===== config.mk =====
export PLATFORM = sky130hd
export DESIGN_NAME = huffman_dec_controller
export DESIGN_NICKNAME = d
export VERILOG_FILES = /design/src/rtl/huffman_dec_controller.sv
export SDC_FILE = /design/constraint.sdc
export NUM_CORES = 1
export LEC_CHECK = 0
export BUFFER_PORTS_ARGS = -buffer_cell sky130_fd_sc_hd__buf_2
export CAP_MARGIN = 0
export CORE_MARGIN = 2
export CORE_UTILIZATION = 50
export CTS_CLUSTER_DIAMETER = 100
export DETAILED_ROUTE_END_ITERATION = 8
export GPL_TIMING_DRIVEN = 0
export PLACE_DENSITY = 0.77
export SYNTH_ARGS = -nofsm -noshare
export SYNTH_HDL_FRONTEND = slang
export SYNTH_SLANG_ARGS = --single-unit
export TNS_END_PERCENT = 30

===== constraint.sdc =====
create_clock -name clock -period 5.5 [get_ports clock]
set_input_delay 0.275 -clock clock [delete_from_list [all_inputs] [get_ports clock]]
set_output_delay 0.275 -clock clock [all_outputs]
set_load 0.02 [all_outputs]

===== src/rtl/huffman_dec_controller.sv =====
// huffman_dec_controller
//   JPEG Huffman decode controller. Pulls an entropy-coded byte stream into a
//   left-aligned bit buffer. It presents the top 16 bits to an external
//   combinational lookup table. From the table's answer it rebuilds the
//   64-coefficient zigzag matrix of one 8x8 block.
//
//   Optional feature: define DC_PREDICT_EN to treat the decoded DC value as
//   a difference from the previous block's DC. This adds the pred_clear
//   input.
//
// Ports
//   clock, reset_n   system clock, synchronous active-low reset
//   dec_start        pulse: decode one block (ignored unless idle)
//   byte_in/valid    stream bytes, MSB first; byte_ready = accepted
//   peek_bits        top 16 buffer bits, to the lookup table
//   lookup_dc        1 = DC table, 0 = AC table
//   lut_length/run/size  table answer (length 0 = no match)
//   pred_clear       (DC_PREDICT_EN only) clear DC predictor while idle
//   zigzag_pix_out   coefficient k on bits [8k+7:8k]
//   block_valid      one-cycle pulse when the matrix is complete/abandoned
//   busy             decoding in progress
//   decode_error     sticky error flag, cleared by dec_start
module huffman_dec_controller #(
  parameter int unsigned MAX_SIZE = 8,
  parameter int unsigned BUF_W    = 32
) (
  input  logic         clock,
  input  logic         reset_n,
  input  logic         dec_start,
  input  logic [7:0]   byte_in,
  input  logic         byte_valid,
  output logic         byte_ready,
  output logic [15:0]  peek_bits,
  output logic         lookup_dc,
  input  logic [4:0]   lut_length,
  input  logic [3:0]   lut_run,
  input  logic [3:0]   lut_size,
`ifdef DC_PREDICT_EN
  input  logic         pred_clear,
`endif
  output logic [511:0] zigzag_pix_out,
  output logic         block_valid,
  output logic         busy,
  output logic         decode_error
);

  localparam int unsigned CW       = $clog2(BUF_W + 1);
  localparam int unsigned STEP_MIN = 16 + MAX_SIZE;

  typedef enum logic [2:0] {S_IDLE, S_DC, S_AC, S_DONE, S_ERR} state_t;

  state_t             state_q, state_n;
  logic [BUF_W-1:0]   buf_q, buf_n;
  logic [CW-1:0]      cnt_q, cnt_n, cnt_after, shift_amt, consume;
  logic [6:0]         idx_q, idx_n, ac_pos, zrl_idx;
  logic [511:0]       coef_q;
  logic               err_q;
  logic [7:0]         pred_q;

  logic               step_ok, in_take, sym_bad;
  logic [MAX_SIZE-1:0] amp_field, amp_raw;
  logic [7:0]         amp8, mask8, value, dc_value;
  logic               wr_en, start_clr, set_err, pred_upd;
  logic [5:0]         wr_idx;
  logic [7:0]         wr_val;

  assign peek_bits      = buf_q[BUF_W-1 -: 16];
  assign lookup_dc      = (state_q == S_DC);
  assign busy           = (state_q == S_DC) || (state_q == S_AC);
  assign block_valid    = (state_q == S_DONE) || (state_q == S_ERR);
  assign decode_error   = err_q;
  assign zigzag_pix_out = coef_q;
  assign byte_ready     = (state_q != S_IDLE) && (cnt_q <= CW'(BUF_W - 8));
  assign in_take        = byte_valid && byte_ready;
  assign step_ok        = (cnt_q >= CW'(STEP_MIN));
  assign consume        = CW'(lut_length) + CW'(lut_size);
  assign sym_bad        = (lut_length == 5'd0) || (lut_length > 5'd16) ||
                          (32'(lut_size) > MAX_SIZE);

  // Amplitude bits start right after the matched code. The first of them is
  // the sign indicator. Negative values use the one's-complement style
  // offset a - (2^s - 1), evaluated modulo 256.
  always_comb begin
    amp_field = MAX_SIZE'(buf_q >> (BUF_W - MAX_SIZE - 32'(lut_length)));
    amp_raw   = amp_field >> (MAX_SIZE - 32'(lut_size));
    amp8      = 8'(amp_raw);
    mask8     = ~(8'hFF << lut_size);
    value     = amp_field[MAX_SIZE-1] ? amp8 : (amp8 - mask8);
    if (lut_size == 4'd0) value = 8'd0;
`ifdef DC_PREDICT_EN
    dc_value  = pred_q + value;
`else
    dc_value  = value;
`endif
  end

  assign ac_pos  = idx_q + 7'(lut_run);
  assign zrl_idx = idx_q + 7'd16;

  always_comb begin
    state_n   = state_q;
    shift_amt = '0;
    idx_n     = idx_q;
    wr_en     = 1'b0;
    wr_idx    = '0;
    wr_val    = value;
    start_clr = 1'b0;
    set_err   = 1'b0;
    pred_upd  = 1'b0;
    case (state_q)
      S_IDLE: begin
        if (dec_start) begin
          start_clr = 1'b1;
          idx_n     = '0;
          state_n   = S_DC;
        end
      end
      S_DC: begin
        if (step_ok) begin
          if (sym_bad) begin
            set_err = 1'b1;
            state_n = S_ERR;
          end else begin
            shift_amt = consume;
            wr_en     = 1'b1;
            wr_val    = dc_value;
            pred_upd  = 1'b1;
            idx_n     = 7'd1;
            state_n   = S_AC;
          end
        end
      end
      S_AC: begin
        if (step_ok) begin
          if (sym_bad) begin
            set_err = 1'b1;
            state_n = S_ERR;
          end else if (lut_run == 4'd0 && lut_size == 4'd0) begin
            shift_amt = consume;
            state_n   = S_DONE;
          end else if (lut_run == 4'd15 && lut_size == 4'd0) begin
            if (zrl_idx > 7'd64) begin
              set_err = 1'b1;
              state_n = S_ERR;
            end else begin
              shift_amt = consume;
              idx_n     = zrl_idx;
              if (zrl_idx == 7'd64) state_n = S_DONE;
            end
          end else begin
            if (ac_pos > 7'd63) begin
              set_err = 1'b1;
              state_n = S_ERR;
            end else begin
              shift_amt = consume;
              wr_en     = 1'b1;
              wr_idx    = ac_pos[5:0];
              idx_n     = ac_pos + 7'd1;
              if (ac_pos == 7'd63) state_n = S_DONE;
            end
          end
        end
      end
      S_DONE, S_ERR: state_n = S_IDLE;
      default:       state_n = S_IDLE;
    endcase
  end

  // Consume first, then append the new byte directly below the remaining
  // bits. This keeps every bit under cnt zero.
  always_comb begin
    cnt_after = cnt_q - shift_amt;
    buf_n     = buf_q << shift_amt;
    cnt_n     = cnt_after;
    if (in_take) begin
      buf_n = buf_n | ((BUF_W'(byte_in) << (BUF_W - 8)) >> cnt_after);
      cnt_n = cnt_after + CW'(8);
    end
  end

  always_ff @(posedge clock) begin
    if (!reset_n) begin
      state_q <= S_IDLE;
      buf_q   <= '0;
      cnt_q   <= '0;
      idx_q   <= '0;
      coef_q  <= '0;
      err_q   <= 1'b0;
      pred_q  <= '0;
    end else begin
      state_q <= state_n;
      buf_q   <= buf_n;
      cnt_q   <= cnt_n;
      idx_q   <= idx_n;
      if (start_clr) begin
        coef_q <= '0;
        err_q  <= 1'b0;
      end else begin
        if (wr_en) coef_q[{wr_idx, 3'b000} +: 8] <= wr_val;
        if (set_err) err_q <= 1'b1;
      end
`ifdef DC_PREDICT_EN
      if (state_q == S_IDLE && pred_clear) pred_q <= '0;
      else if (pred_upd)                   pred_q <= dc_value;
`else
      if (pred_upd) pred_q <= '0;
`endif
    end
  end

endmodule


After elaboration in Yosys (flattened, before gate mapping)
Index checks and enable logic that the tools add are counted.

Flip-flop bits (word level): 561. Input bits: 25. Output and inout bits: 533. Word-level logic and storage cells: 127.

$add $sub $neg: 10. Order comparisons: 6. Equality and inequality tests: 17. Shifts and indexed selects: 7. Mux-type cells: 61. Bitwise operators: 3. Reduce and logical (&&, ||, !) cells: 17.

Operators by type and width (count): $bwmux 512 (1); $shift 8x11->512 const A (1); $shiftx 8x11->512 (1); $mux 6 (15); $mux 7 (9); $mux 3 (11); $mux 32 (1); $or 32x32->32 (1); $shl 32x6->32 (1); $shr 32x32->8 (1); $shr 32x6->32 (1); $shr 8x32->8 (1); $pmux 7 s3 (1); $mux 1 (17); $mux 8 (2); $pmux 6 s2 (1); $neg 9->11 (1); $ne 2x2->1 const B (5); $pmux 3 s3 (1); $reduce_and 9->1 (1); $logic_not 4->1 (2); $not 8->8 (1); $shl 8x4->8 const A (1); $sub 8x8->8 (1); 33 further kinds (43).

Longest topological paths before layout
Gate-level depths: netlist (run 1).

Depth in word-level cells: 12. Mapped depth: 27. Gate-level depth less buffers: 22.

Worst setup path after synthesis (run 1)
Ideal clock, no wire load.

Kind: input port to flip-flop. From: in lut_length[0]. To: reg coef_q[47], in the netlist zigzag_pix_out[47]. Library setup time: 0.071 ns. Arrival time: 5.089 ns. Data required time: 5.429 ns. Setup slack: 0.340 ns. Cell stages on the path: 26. Path buffers: 5. Path through: buf_4 > buf_6 > inv_2 > ha_1 > buf_2 > buf_4 > mux4_2 > and2_0 > o21ai_1 > a21oi_1 > o31ai_1 > nor3_2 > mux4_2 > and2_1 > ha_1 > nor2b_1 > o21ai_0 > a21boi_0 > o21a_1 > o211ai_1 > and3b_1 > o21ai_1 > a211oi_2 > buf_2 > nand3_1 > a21oi_1.

Longest elaborated chain between the ends: 9. Elaborated cells on any way between the ends: 22. Those cells by class: 3 x add/sub; 1 x order compare; 4 x shift; 11 x mux; 3 x reduce/logical.

Ends and longest elaborated chain: from (decl) (line 35) `input logic [4:0] lut_length,`; parallel branches: the longest is 9 deep, another holds $sub 8x8->8; to (signal, indexed assignment) (line 199) `if (wr_en) coef_q[{wr_idx, 3'b000} +: 8] <= wr_val;`; to (decl) (line 56) `logic [511:0] coef_q;`.

Parallel ways; which one is timed is not known. A chain may end at the register's enable or synchronous reset.

Worst setup path in the final report (run 1)
From: reg idx_q[0]. To: reg buf_q[24].

Longest elaborated chain between the ends: 12. Elaborated cells on any way between the ends: 16. Those cells by class: 3 x add/sub; 2 x order compare; 2 x shift; 8 x mux; 1 x bitwise.

Ends and longest elaborated chain: from (decl) (line 55) `logic [6:0] idx_q, idx_n, ac_pos, zrl_idx;`; from (signal assigned) (line 194) `idx_q <= idx_n;`; $add 7x4->7 or $add 7x5->7 (tied branches) (line 97, 98); $gt 7x6->1 or $gt 7x7->1 (tied branches) (line 151, 142); $mux 6, on equally long branches (line 151, 142); $mux 6 (*) (line 141) `end else if (lut_run == 4'd15 && lut_size == 4'd0) begin`; $mux 6 (*) (line 138) `end else if (lut_run == 4'd0 && lut_size == 4'd0) begin`; $mux 6 (*) (line 135) `if (sym_bad) begin`; $mux 6 (*) (line 134) `if (step_ok) begin`; $pmux 6 s2 (*) (line 110) `case (state_q)`; $sub 6x6->6 (line 172) `cnt_after = cnt_q - shift_amt;`; $shr 32x6->32 (line 176) `buf_n = buf_n | ((BUF_W'(byte_in) << (BUF_W - 8)) >> cnt_after);`; $or 32x32->32 (line 176); $mux 32 (*) (line 175) `if (in_take) begin`; to (signal assigned) (line 192) `buf_q <= buf_n;`; to (decl) (line 53) `logic [BUF_W-1:0] buf_q, buf_n;`.

Mark *: on every way between the ends. The rest lies on a longest branch, timed or not.

==> results of run 1 <==
[cells in the final DEF (no fill, tap or decap), drive strengths merged, types with 9 or more instances in the layout]
| cell type | instances |
|---|---|
| a21oi | 94 |
| a21boi | 10 |
| mux2 | 13 |
| nor4 | 11 |
| and3 | 10 |
| mux2i | 174 |
| nand2 | 192 |
| o32a | 13 |
| inv | 45 |
| nor3 | 49 |
| o21ai | 444 |
| xnor2 | 22 |
| buf | 688 |
| o22ai | 14 |
| o211ai | 13 |
| a31oi | 26 |
| ha | 30 |
| o31ai | 12 |
| clkbuf | 246 |
| nand4 | 11 |
| mux4 | 23 |
| a22oi | 12 |
| nand3 | 498 |
| o32ai | 18 |
| dfxtp | 561 |
| or3 | 12 |
| a211oi | 21 |
| a2111oi | 9 |
| and2 | 23 |
| nand2b | 13 |
| nor2 | 245 |
| clkinv | 12 |
[kinds of logic after synthesis]
| kind of cell | synth area share |
|---|---|
| fa+ha+maj | 0.01755 |
| buf+inv | 0.05916 |
| simple gates | 0.2021 |
| compound gates | 0.1846 |
| mux | 0.09319 |
| xor+xnor | 0.01065 |
| flops | 0.4327 |
[worst max-delay path: cells and delay by family, from the launching register on]
kind	cells	cell delay, ns
buffers and inverters	5	0.59
DFF	1	0.37
AOI/OAI and AO/OA	5	1.23
adders and majority gates	5	1.92
and+or+nand+nor	4	0.70
muxes	2	0.51
[worst max-delay path by stage]
stage / to / depth (start not counted) / slack (ns) / from
after global routing: buf_q[24]$_SDFF_PN0_ / 21 / -0.06 / idx_q[0]$_SDFFE_PN0P_
after CTS: zigzag_pix_out[231]$_SDFFE_PP0P_ / 27 / 0.0004 / lut_length[0]
after global placement: zigzag_pix_out[189]$_SDFFE_PP0P_ / 25 / -1.28 / lut_length[0]
after floorplan: zigzag_pix_out[47]$_SDFFE_PP0P_ / 26 / 0.34 / lut_length[0]
after detailed placement: zigzag_pix_out[157]$_SDFFE_PP0P_ / 25 / -1.24 / lut_length[0]
final: buf_q[24]$_SDFF_PN0_ / 21 / 0.11 / idx_q[0]$_SDFFE_PN0P_
[area by class of cell]
class,count,area [um^2],area share
plain buffers,292,1403,0.04398
multi-input cells,2148,13520,0.4240
diodes,1,2.502,0.00007847
clock buffers,77,1600,0.05018
repair buffers,565,2863,0.08977
flip-flops and latches,561,11230,0.3522
clock inverters,20,259.0,0.008121
well taps,680,850.8,0.02668
inverters,43,161.4,0.005061
[power by group through the flow]
stage          sequential [uW]  combinational, uW  clock [uW]
2_1_floorplan             4250               1470           0
3_3_place_gp              4290               2150           0
3_5_place_dp              4290               2140           0
4_1_cts                   4200               2170        3900
5_1_grt                   4210               2470        4070
6_report                  4210               2360        3900
[synth_stat cells (all sizes together) (6+ instances only)]
cell	n
nand3	498
mux2	13
a21boi	10
mux4	23
a221oi	8
o31ai	12
dfxtp	561
or3	12
inv	41
nor3	49
a21o	6
a32oi	6
nand4	11
a32o	6
buf	126
a22oi	12
nor4	11
nand2b	13
and3	10
xor2	7
o211ai	13
xnor2	22
a211oi	21
o32a	13
o21ai	444
o32ai	18
o22a	8
o21a	6
o22ai	14
clkbuf	175
a2111oi	9
and2	23
a21oi	94
mux2i	174
a31oi	26
ha	30
nor2	245
nand2	192
nor2b	8
[what timing repair did]
action / CTS / global route
gates resized for setup: 40 / 60
endpoints found under the hold margin: 0 / 0
pin swaps: 2 / 9
setup buffers: 2 / 7
setup endpoints to repair: 269 / 304
[through the flow]
stage | worst slack (ns) | area, um^2 | power (uW) | hold WS [ns] | setup TNS, ns
after CTS | 0.0003708 | 31580 | 10280 | 0.1599 | 0
final | 0.1088 | 31890 | 10470 | 0.1952 | 0
after detailed placement | -1.241 | 29590 | 6432 | 0.4453 | -289.55
after floorplan | 0.3405 | 25950 | 5718 | 0.4319 | 0
after global placement | -1.281 | 29590 | 6437 | 0.4366 | -296.89
after global routing | -0.05713 | 31890 | 10750 | 0.2017 | -0.08027
[layer usage]
metal	wire, um	up-vias
li1	-	12285
met1	41990	12884
met2	47700	1692
met3	11510	440
met4	7016	6
met5	31	-
[sequential cells by signal, indices dropped and copies added (netlist names)]
| signal | cells |
|---|---|
| state_q | 3 |
| decode_error | 1 |
| idx_q | 7 |
| cnt_q | 6 |
| zigzag_pix_out | 512 |
| buf_q | 32 |
==> impl_metrics.ini, run 1 <==
[status]
outcome = finished clean

[critical_path]
crit_fanout = 10
critPathArrivalTime_ns = 5.95
rr_startpoint = idx_q[0]$_SDFFE_PN0P_
crit_path_start_kind = flip-flop
cp-end-kind = flip-flop
r2r_cells = 21
reg2reg_to = buf_q[24]$_SDFF_PN0_
crit_type = reg -> reg
r2r_setup_slack_ns = 0.11
cp.required_ns = 6.06
critical-path-max-stage-delay_ns = 0.68
crit_slowest_cell = fa_2
crit_path_cell_trace = ha_2 -> inv_1 -> fa_2 -> inv_1 -> ha_2 -> nor2_4 -> a41oi_4 -> a22o_1 -> buf_4 -> nand2_4 -> inv_2 -> buf_6 -> ha_1 -> fa_2 -> mux2_2 -> nor2_1 -> a21oi_1 -> mux2i_1 -> or2_2 -> o221ai_2 -> a22o_1

[flow_run]
drv_cap = 0

[placement]
io_buffers = 556
dp_cells = 4289
gp_congestion = 0.9958
place_hpwl_um = 80970

[routing]
wl_per_cell_um = 24.68
num_vias = 27307
postRouteAntennaNets = 0
drc = 0
vias_per_cell = 6.225
drt_iter0_markers = 3067
drt_pre_antenna_iters = 7
drt-total-wl_um = 108300

[sta]
post-route-min-period_ns = 5.391
slew_violations = 0
fmax_mhz = 185.5
tightest_slew_ns = 1.257
skew_ns = 0.02361
min_period_over_period = 0.9802
hold_violations = 0
setup_viol = 0
slew_headroom = 0.1499

[global_route]
grt.met1_usage = 0.4821
first_global_vias = 24406
use_met2 = 0.5969
track_usage = 0.3815
grt-ovfl-total = 0
grt_max_degree = 21
grt.busiest_layer = met2
grtUsageMet3 = 0.1004
grt_pass1_wl_um = 156100
antenna_found_initial = 4

[power_and_ir_drop]
seq_power_share = 0.402
swShare = 0.3288
switchingPower_uw = 3443
power-per-cell-area_nw_per_um2 = 328.3
leakagePower_uw = 0.01377
peakVddDrop_mv = 0.2627
p_int_uw = 7027
p_clk_frac = 0.372
combPwrFrac = 0.225

[clocking]
htree_levels = 2
numCtsBuffers = 56
clk_pin_slew_ns = 0.06
cts_hold_buf = 0
cts_tree = done
clkLatencyLatePin_ns = 0.64
cts.sink_count = 561
cts_max_path_buffers = 3
root_buffer = clkbuf_16

[yosys]
yosysSeqAreaShare = 0.4327
netlist_top_cells_area = dfxtp_1 (43%), nand3_1 (9.5%), mux2i_1 (6.7%)
syn_area_um2 = 25950
synthArstFlopShare = 0
syn_nets = 3112
synth_cells = 3053
synth-edff-count = 0
yosysWarningCount = 0
synth.ff_latch_count = 561
syn_avg_cell_area_um2 = 8.501
ys.flop_type = dfxtp_1
yosys.area.top_type = dfxtp_1
ys_types = 107
yosysTopAreaCellShare = 0.4327

[min_path]
min_to = buf_q[30]$_SDFF_PN0_
hold_depth = 4
min_from = byte_in[7]
worst_hold_path_type = in -> reg

[floorplanning]
initial_core_util = 0.5059
coreArea_um2 = 51300
io_pins = 558
die_x_um = 231.8
dieArea_um2 = 53740
num_rows = 83
die_y_um = 231.8

[finish]
final_nets = 3726
fillCellCount = 4573
instances_no_fill = 4387
drive_gt1_frac = 0.2485
syn2layout_area_growth_pct = 22.88
final_util = 0.6216
No activity file was read; power rests on OpenSTA's default activity.
==> inputs of run 2 (changes only) <==
- CORE_UTILIZATION: 50 -> 40
- PLACE_DENSITY: 0.77 -> unset
==> run 2 against run 1 <==
Compared with the run above:
- via count shrank 2.9%
- non-clock buffer count grew 4
- combinational power is essentially flat
- count of clock-buffer cells in the layout is the same
- fmax is essentially flat
- final cell count grew 4.4%
- worst setup slack lost 0.0044 ns
- worst hold slack lost 0.043 ns
- largest cell class unchanged
==> impl_metrics.ini, run 2 (synthesis gave the netlist of run 1 again) <==
[status]
outcome = finished clean

[clocking]
root_buffer = clkbuf_16
cts.sink_count = 561
htree_levels = 2
numCtsBuffers = 59
cts_tree = done
clk_pin_slew_ns = 0.06
clkLatencyLatePin_ns = 0.65
cts_max_path_buffers = 3
cts_hold_buf = 0

[critical_path]
cp-end-kind = flip-flop
crit_path_start_kind = flip-flop
critical-path-max-stage-delay_ns = 0.66
crit_type = reg -> reg
critPathArrivalTime_ns = 5.82
cp.required_ns = 5.92
crit_path_cell_trace = ha_2 -> inv_1 -> fa_2 -> nand2b_2 -> a21oi_4 -> xnor2_4 -> a41oi_4 -> a22o_1 -> buf_4 -> nand2_8 -> inv_2 -> buf_4 -> ha_1 -> fa_2 -> mux2_2 -> a21oi_4 -> nor2_1 -> a21oi_2 -> nor2_1 -> a31oi_2 -> nor2_1 -> a21oi_1 -> o221ai_1
crit_slowest_cell = fa_2
cpMostUsedCell = nor2_1
path_buf_inv = 4
crit_fanout = 10
crit_family = compound AO/OA/AOI/OAI gates

[min_path]
worst_hold_path_type = in -> reg

[sta]
setup_viol = 0
hold_violations = 0
hold_slack_ns = 0.1519
rsz0062_at_grt = yes
fmax_mhz = 185.3
tightest_slew_ns = 1.102
slew_headroom = 0.2629
post-route-min-period_ns = 5.396
skew_ns = 0.04798
slew_violations = 0
min_period_over_period = 0.9810

[routing]
drt_iter0_markers = 2579
drt-total-wl_um = 112400
drc = 0
drt_pre_antenna_iters = 6
vias_per_cell = 5.791
postRouteAntennaNets = 0
wl_per_cell_um = 24.53
num_vias = 26524

[finish]
final_common_cell = buf_2
instances_no_fill = 4580
drive_gt1_frac = 0.2535
syn2layout_area_growth_pct = 24.64
largest_reg_flops = 512
final_nets = 3733
final_cell_mix = buf_2 (614), dfxtp_1 (561), nand3_1 (494), o21ai_1 (331), nor2_1 (236)

[floorplanning]
initial_core_util = 0.4033
coreArea_um2 = 64350
num_rows = 93
die_x_um = 258.7
die_y_um = 258.7
io_pins = 558
dieArea_um2 = 66930

[flow_run]
drv_cap = 0

[power_and_ir_drop]
p_clk_frac = 0.396
p_int_uw = 7325
peakVddDrop_mv = 0.2905
power-per-cell-area_nw_per_um2 = 335.4
combPwrFrac = 0.216
seq_power_share = 0.388
totalPowerFinal_uw = 10850
swShare = 0.3249
leakagePower_uw = 0.01389
switchingPower_uw = 3524

[placement]
dp_cells = 4464
gp_congestion = 0.9729
place_hpwl_um = 85210
io_buffers = 556

[global_route]
track_usage = 0.3208
grt_pass1_wl_um = 162200
first_global_vias = 24006
grt-ovfl-total = 0
grt_max_degree = 20
antenna_found_initial = 5
==> run 2: worst paths after layout <==
check	start	endpoint	slack (ns)	cells past startpoint
max	idx_q[0]$_SDFFE_PN0P_	buf_q[17]$_SDFF_PN0_	0.10	23
min	byte_in[6]	buf_q[30]$_SDFF_PN0_	0.15	4
max reg2reg	idx_q[0]$_SDFFE_PN0P_	buf_q[17]$_SDFF_PN0_	0.10	23
min reg2reg	zigzag_pix_out[167]$_SDFFE_PP0P_	zigzag_pix_out[167]$_SDFFE_PP0P_	0.45	2
==> run 2: layout make-up <==
cell class	count	area, um^2
Clock buffer	77	1674
Inverter	43	161.4
Antenna cell	1	2.502
Clock inverter	34	432.9
Fill cell	6315	32000
Sequential cell	561	11230
Buffer	294	1419
Multi-Input combinational cell	2148	13490
Timing Repair Buffer	567	2865
Tap cell	855	1070
==> run 2: through the flow <==
stage	util	instance area (um^2)	TNS [ns]	setup slack [ns]
6_report	0.5027	32350	0	0.1044
5_1_grt	0.5027	32350	-0.2876	-0.08041
4_1_cts	0.4985	32080	0	0.002479
3_5_place_dp	0.4632	29800	-280.22	-1.164
3_3_place_gp	0.4632	29800	-280.95	-1.156
2_1_floorplan	-	25950	0	0.3405
==> run 2: worst register-to-register path, cell delays in order, from the launching register on <==
cell and delay (ns):
dfxtp_1 0.35, ha_2 0.21, inv_1 0.06, fa_2 0.37
nand2b_2 0.23, a21oi_4 0.25, xnor2_4 0.19, a41oi_4 0.18
a22o_1 0.24, buf_4 0.19, nand2_8 0.11, inv_2 0.07
buf_4 0.20, ha_1 0.24, fa_2 0.66, mux2_2 0.40
a21oi_4 0.21, nor2_1 0.08, a21oi_2 0.18, nor2_1 0.08
a31oi_2 0.24, nor2_1 0.09, a21oi_1 0.20, o221ai_1 0.19
==> run 2: power groups by stage <==
stage / clock network (uW) / logic (uW) / registers [uW]
6_report: 4290 / 2340 / 4210
5_1_grt: 4490 / 2490 / 4210
3_3_place_gp: 0 / 2210 / 4300
3_5_place_dp: 0 / 2190 / 4300
4_1_cts: 4330 / 2230 / 4210
2_1_floorplan: 0 / 1470 / 4250
==> run 2: layer usage <==
metal  wire length (um)  vias to the layer above  GRT usage
met3               9215                      284    0.06778
met5                 39                        -          0
met1              46110                    12746     0.4125
met4               5307                        8     0.1336
met2              51690                     1177     0.5226
li1                   -                    12309          -
==> run 2: repair_timing <==
item | in CTS | in global routing
resized for setup | 42 | 57
endpoints found under the hold margin | 0 | 0
pin swaps | 3 | 9
setup endpoints to repair | 240 | 345
buffers inserted | 3 | 8
